==> src/rtl/mem_stage.sv <==
// Memory-access stage: performs LDUR/STUR over a req/ready handshake, resolves CBZ,
// and registers the writeback-stage outputs. Stalls upstream while an access is in flight.
//
// state  | meaning
// IDLE   | accepting a new instruction from execute each cycle
// ACCESS | memory request outstanding, waiting for dmem_ready
module mem_stage #(
    parameter int DATA_W      = 64,
    parameter int REG_AW      = 5,
    parameter int CHECK_ALIGN = 1
) (
    input  logic              clk,
    input  logic              reset,
    input  logic              ex_valid,
    input  logic [DATA_W-1:0] alu_result,
    input  logic              zero,
    input  logic [DATA_W-1:0] store_data,
    input  logic              mem_read,
    input  logic              mem_write,
    input  logic              branch,
    input  logic [DATA_W-1:0] branch_target,
    input  logic [REG_AW-1:0] rd,
    input  logic              reg_write,
    input  logic              mem_to_reg,
    output logic              stall,
    output logic              dmem_req,
    output logic              dmem_we,
    output logic [DATA_W-1:0] dmem_addr,
    output logic [DATA_W-1:0] dmem_wdata,
    input  logic              dmem_ready,
    input  logic [DATA_W-1:0] dmem_rdata,
    output logic              pc_src,
    output logic [DATA_W-1:0] pc_target,
    output logic              wb_valid,
    output logic              wb_reg_write,
    output logic [REG_AW-1:0] wb_rd,
    output logic [DATA_W-1:0] wb_data,
    output logic              align_fault
);

    typedef enum logic {IDLE = 1'b0, ACCESS = 1'b1} state_t;

    state_t            state_q, state_d;
    logic              dmem_we_q, dmem_we_d;
    logic [DATA_W-1:0] dmem_addr_q, dmem_addr_d;
    logic [DATA_W-1:0] dmem_wdata_q, dmem_wdata_d;
    logic [REG_AW-1:0] rd_q, rd_d;
    logic              reg_write_q, reg_write_d;
    logic              mem_to_reg_q, mem_to_reg_d;
    logic              pc_src_q, pc_src_d;
    logic [DATA_W-1:0] pc_target_q, pc_target_d;
    logic              wb_valid_q, wb_valid_d;
    logic              wb_reg_write_q, wb_reg_write_d;
    logic [REG_AW-1:0] wb_rd_q, wb_rd_d;
    logic [DATA_W-1:0] wb_data_q, wb_data_d;
    logic              align_fault_q, align_fault_d;

    logic is_mem_op;
    logic misaligned;

    assign is_mem_op  = mem_read | mem_write;
    assign misaligned = (CHECK_ALIGN != 0) && (alu_result[2:0] != 3'b000);

    always_comb begin
        state_d        = state_q;
        dmem_we_d      = dmem_we_q;
        dmem_addr_d    = dmem_addr_q;
        dmem_wdata_d   = dmem_wdata_q;
        rd_d           = rd_q;
        reg_write_d    = reg_write_q;
        mem_to_reg_d   = mem_to_reg_q;
        pc_src_d       = 1'b0;
        pc_target_d    = pc_target_q;
        wb_valid_d     = 1'b0;
        wb_reg_write_d = wb_reg_write_q;
        wb_rd_d        = wb_rd_q;
        wb_data_d      = wb_data_q;
        align_fault_d  = 1'b0;

        case (state_q)
            IDLE: begin
                if (ex_valid) begin
                    if (!is_mem_op) begin
                        wb_valid_d     = 1'b1;
                        wb_reg_write_d = reg_write;
                        wb_rd_d        = rd;
                        wb_data_d      = alu_result;
                        pc_src_d       = branch & zero;
                        pc_target_d    = branch_target;
                    end else if (misaligned) begin
                        // Dropped access still retires so the pipeline sees one result per instruction.
                        align_fault_d  = 1'b1;
                        wb_valid_d     = 1'b1;
                        wb_reg_write_d = 1'b0;
                        wb_rd_d        = rd;
                        wb_data_d      = alu_result;
                    end else begin
                        state_d      = ACCESS;
                        dmem_we_d    = mem_write;
                        dmem_addr_d  = alu_result;
                        dmem_wdata_d = store_data;
                        rd_d         = rd;
                        reg_write_d  = reg_write;
                        mem_to_reg_d = mem_to_reg;
                    end
                end
            end
            ACCESS: begin
                if (dmem_ready) begin
                    state_d        = IDLE;
                    wb_valid_d     = 1'b1;
                    wb_reg_write_d = reg_write_q & ~dmem_we_q;
                    wb_rd_d        = rd_q;
                    wb_data_d      = dmem_we_q ? dmem_addr_q : dmem_rdata;
                end
            end
            default: state_d = IDLE;
        endcase
    end

    always_ff @(posedge clk) begin
        if (reset) begin
            state_q        <= IDLE;
            dmem_we_q      <= 1'b0;
            dmem_addr_q    <= '0;
            dmem_wdata_q   <= '0;
            rd_q           <= '0;
            reg_write_q    <= 1'b0;
            mem_to_reg_q   <= 1'b0;
            pc_src_q       <= 1'b0;
            pc_target_q    <= '0;
            wb_valid_q     <= 1'b0;
            wb_reg_write_q <= 1'b0;
            wb_rd_q        <= '0;
            wb_data_q      <= '0;
            align_fault_q  <= 1'b0;
        end else begin
            state_q        <= state_d;
            dmem_we_q      <= dmem_we_d;
            dmem_addr_q    <= dmem_addr_d;
            dmem_wdata_q   <= dmem_wdata_d;
            rd_q           <= rd_d;
            reg_write_q    <= reg_write_d;
            mem_to_reg_q   <= mem_to_reg_d;
            pc_src_q       <= pc_src_d;
            pc_target_q    <= pc_target_d;
            wb_valid_q     <= wb_valid_d;
            wb_reg_write_q <= wb_reg_write_d;
            wb_rd_q        <= wb_rd_d;
            wb_data_q      <= wb_data_d;
            align_fault_q  <= align_fault_d;
        end
    end

    // Load data always comes from memory; the latched select is kept for debug visibility.
    logic unused_mem_to_reg;
    assign unused_mem_to_reg = mem_to_reg_q;

    assign stall        = (state_q == ACCESS);
    assign dmem_req     = (state_q == ACCESS);
    assign dmem_we      = dmem_we_q;
    assign dmem_addr    = dmem_addr_q;
    assign dmem_wdata   = dmem_wdata_q;
    assign pc_src       = pc_src_q;
    assign pc_target    = pc_target_q;
    assign wb_valid     = wb_valid_q;
    assign wb_reg_write = wb_reg_write_q;
    assign wb_rd        = wb_rd_q;
    assign wb_data      = wb_data_q;
    assign align_fault  = align_fault_q;

endmodule

==> config.mk <==
export PLATFORM = sky130hd
export DESIGN_NAME = mem_stage
export DESIGN_NICKNAME = d
export VERILOG_FILES = /design/src/rtl/mem_stage.sv
export SDC_FILE = /design/constraint.sdc
export NUM_CORES = 1
export LEC_CHECK = 0
export ABC_AREA = 1
export ABC_CLOCK_PERIOD_IN_PS = 2350
export CORE_AREA = 4 4 211 213
export CTS_CLUSTER_DIAMETER = 60
export DETAILED_ROUTE_END_ITERATION = 10
export DIE_AREA = 0 0 215 217
export PLACE_DENSITY = 0.6
export SLEW_MARGIN = 30
export SYNTH_ARGS = -nofsm -noshare
export SYNTH_HDL_FRONTEND = slang
export SYNTH_SLANG_ARGS = --single-unit
export TNS_END_PERCENT = 1
==> constraint.sdc <==
create_clock -name clk -period 2.35 [get_ports clk]
set_input_delay 0.3525 -clock clk [delete_from_list [all_inputs] [get_ports clk]]
set_output_delay 0.3525 -clock clk [all_outputs]
set_load 0.01 [all_outputs]
-- Yosys cells after proc, flatten, opt, wreduce, memory -nomap -nowiden
Cells that the tools add are included.
- add/sub/neg operators: 0
- multiply operators: 0
- divide/modulo/power cells: 0
- order comparisons: 0
- eq/ne operators: 3
- shift-type cells: 0
- muxes and demuxes: 26
- bitwise operators: 8
- reductions and logical operators: 6
- operators with widths (cell ; count):
    2-to-1 mux 64 bit ; 5
    one-hot mux 64 bit (2 select lines) ; 1
    2-to-1 mux 5 bit ; 4
    2-to-1 mux 1 bit ; 12
    one-hot mux 5 bit (2 select lines) ; 1
    OR reduction 4 bit ; 2
    one-hot mux 1 bit (2 select lines) ; 3
    AND reduction 3 bit ; 2
    NOT 1 bit ; 5
    inequality test 2 bit (second input constant) ; 2
    AND reduction 4 bit ; 1
    inequality test 3 bit (second input constant) ; 1
    nonzero test 3 bit ; 1
    bitwise AND 1 bit ; 2
    bitwise OR 1 bit ; 1
- register bits after elaboration: 273
- bits in latches: 0
- RAM bits: 0
- bits in read-only memories: 0
- bits of input ports: 271
- output and inout port bits: 268
- memories kept: 0

-- Longest topological paths before layout
- word-level depth: 5
- depth in mapped cells: 10
- mapped depth without buffers: 8

-- Worst setup path after synthesis
OpenSTA, ideal clock, no wires.
- path type: register to register
- start: register state_q (netlist: dmem_req)
- end: register wb_data_q[25] (netlist: wb_data[25])
- library setup time: 0.113 ns
- arrival: 1.292 ns
- data required time: 2.237 ns
- path slack: 0.945 ns
- stages on the path, launching flop included: 9
- cells stage by stage: dfxtp_1 > buf_2 > nor2_1 > nand2_1 > nand2_1 > buf_4 > buf_2 > nor2_1 > nor2_1
- longest elaborated chain between the ends: 3
- elaborated cells between the ends (all ways): 6
- those cells by class: eq/ne (3); mux (1); bitwise (1); reduce/logical (1)
- ends and longest elaborated chain (element ; RTL line ; source):
    start: declaration ; 43 ; state_t state_q, state_d;
    start signal: assignment ; 138 ; state_q <= state_d;
    NOT 1 bit (no source line) ; n/a ;
    inequality test 3 bit (no source line) or inequality test 2 bit (tied branches) ; n/a ;
    AND reduction 3 bit (no source line) ; n/a ;
    end signal: assignment ; 150 ; wb_data_q <= wb_data_d;
    end: declaration ; 55 ; logic [DATA_W-1:0] wb_data_q, wb_data_d;
Several ways; a longest one is shown, not always the timed one.
A chain may end at the register's enable or synchronous reset.

-- Worst setup path in the final report
- start: register dmem_we_q (netlist: dmem_we)
- end: output port dmem_we
- RTL lines (element ; RTL line ; source):
    start: declaration ; 44 ; logic dmem_we_q, dmem_we_d;
    start signal: assignment ; 139 ; dmem_we_q <= dmem_we_d;
    end: declaration ; 27 ; output logic dmem_we,
No word-level cell between the ends.

==> run summary <==
Area Growth Syn to Fin: 63.93%
Total gr overflow: 0
Crit path launch: dmem_we$_SDFFE_PP0P_
Reg2reg setup slack: 0.59 ns
GRT Overall Usage: 19.09%
LEAKAGE: 0.007640 uW
CTS Sinks: 273
CP endpoint: dmem_we
Die area: 46,660 um^2
Clock Tree Buf Depth: 3
Post-Syn Instances: 1,640
Outcome: completed
Initial DRC Count: 791
Max transition margin: 58.63%
Clock buffer count from CTS: 36
Synthesis-stage register bit count: 273
1st-pass router iterations: 5
WL/cell: 17.41 um
Share of cells above drive strength 1: 5.509%
Worst Path Required: 2.00 ns
Setup Fix Bufs, Post-CTS: 0
IO Port Bufs: 537
Hold Buf Count CTS: 0
Clk root buf: clkbuf_16
Endpoint class of the critical path: primary output
Clk_lat worst skew: 0.52 ns
Final antenna-violating net count: 0
Initial Utilization: 26.68%
Commonest non-fill, non-tap cell in the layout: clkdlybuf4s50_1
Placer congestion estimate: 0.8106
Worst path max stage delay: 0.62 ns
Top Ports: 539
Worst vdd ir: 0.5804 mV
CP max-delay cell: clkdlybuf4s50_1
Vias in the first global route: 12,360
Mean Syn Cell Area: 6.946 um^2
Period utilization: 91.76%
Critical path class: reg2out
Core region area: 42,700 um^2
Synthesized area: 11,390 um^2
Min cycle time layout: 2.156 ns
DRC violations left: 0
Initial antenna violation count: 1
R2r startpoint: dmem_we$_SDFFE_PP0P_
Unrepaired setup endpoints after global routing: false
CP Max Fanout: 21
CTS tree: yes
P per Cell Area: 662.5 nW/um^2
Actual slew at the worst max-slew pin: 0.6206 ns
Pin count of the biggest net entering global routing: 76
DPL Wire Length: 33.63 mm
Final non-filler cell total: 2,706
Most frequent cells in the layout: clkdlybuf4s50_1 (537), nor2_1 (340), o21ai_0 (285)
Worst reg2reg path depth: 7
Critical path data arrival time: 1.80 ns
Number of fill cells: 4,249
Number of H-tree levels: 2
Chip Width: 215 um
Hold/Removal Path Class: in2reg
Reg clk slew, reported paths: 0.06 ns
# nets final: 2,408
Setup violators final: 0
First-pass GRT wire length: 71.57 mm
Hold Vio Cnt, Final: 0
Hold_sp: zero
Syn Nets: 1,911
Die Span Y: 217 um
Cell Chain, Critical Path: buf_4 -> clkdlybuf4s50_1
Util after Layout: 43.74%
# rows: 76
Distinct cell type count after synthesis: 20
DR vias: 12,560
Max_cap viols: 0
Resized cells post-CTS: 0
WL final: 47.10 mm
Syn. warnings: 0
Fin. max-slew vios: 0
FF-to-FF End: wb_data[44]$_SDFFE_PP0P_
Sequential fraction of the synthesis area: 47.97%
Placed insts: 2,645
Peak Freq: 463.7 MHz
Worst Clk Skew: 0.01570 ns
Setup tns final: 0 ns
Avg Vias per Cell: 4.641
Setup crit start kind: register
Ant diodes: 0
per-layer routing:
layer	part of all wire, %	global-route usage (%)	wire [um]
met5	0	0	0
met2	48	33.44	22650
met3	9.6	6.911	4518
met4	2.3	5.604	1105
met1	40	21.97	18830
power by group:
group / switching, uW / leakage [uW] / total [uW] / internal [uW]
sequential: 127 / 0.00223 / 4990 / 4870
clock: 2080 / 0.000578 / 5410 / 3340
combinational: 914 / 0.00483 / 1970 / 1050
flip-flops by register name (all words and copies together) (netlist names):
register / flops
dmem_req: 1
align_fault: 1
rd_q: 5
wb_rd: 5
dmem_wdata: 64
reg_write_q: 1
wb_reg_write: 1
dmem_we: 1
dmem_addr: 64
wb_valid: 1
wb_data: 64
pc_target: 64
pc_src: 1
stage by stage:
stage	area, um^2	worst slack (ns)	hold slack, ns	power, uW
2_1_floorplan	11390	0.9448	0.4249	5815
3_3_place_gp	17510	0.2456	0.4294	7056
3_5_place_dp	17510	0.2326	0.4334	7073
4_1_cts	18680	0.1016	0.4056	12570
5_1_grt	18680	0.1160	0.4281	12930
6_report	18680	0.1936	0.4362	12370
critical path, delay by kind of cell (launching register included):
family | cells | cell delay, ns
flip-flops | 1 | 0.37
buffers and inverters | 2 | 0.90
cells in the mapped netlist:
cell,number,area share (%)
a21boi_0,4,0.26
o21ai_0,285,13
o21ai_1,39,1.7
nand3_1,8,0.35
inv_2,1,0.033
nor2_1,340,11
a21oi_1,70,3.1
nor2_2,2,0.11
clkbuf_1,92,3.0
buf_1,4,0.13
nor2_4,1,0.099
dfxtp_1,273,48
nand3_4,1,0.15
buf_4,9,0.59
nand2_1,210,6.9
buf_2,26,1.1
o21ai_4,1,0.14
nor4_1,1,0.055
inv_1,137,4.5
nor3_1,136,6.0
layout make-up:
cell class | count | area (um^2) | area share, %
clock buffer | 55 | 1104 | 5.909
clock inverter | 6 | 66.31 | 0.3551
inverter | 138 | 523.0 | 2.800
multi-input combinational | 1098 | 4871 | 26.08
sequential | 273 | 5468 | 29.28
tap | 546 | 683.2 | 3.658
timing repair buffer | 590 | 5961 | 31.92
cell families (layout without fill, tap and decap cells):
logic type | Yosys count | after routing | share of synthesized area [%]
AOI/OAI and AO/OA | 399 | 399 | 17.72
and+or+nand+nor | 699 | 699 | 24.87
buffers and inverters | 269 | 789 | 9.445
DFF | 273 | 273 | 47.97
worst min-delay path by stage:
stage,endpoint,cells after the start
final,pc_src$_SDFF_PP0_,3
after global routing,dmem_wdata[51]$_SDFFE_PP0P_,3
after detailed placement,pc_target[32]$_SDFFE_PP0P_,2
after floorplan,dmem_req$_SDFF_PP0_,1
after global placement,pc_target[7]$_SDFFE_PP0P_,2
after CTS,dmem_wdata[19]$_SDFFE_PP0P_,3
(Power assumes the default switching activity.)
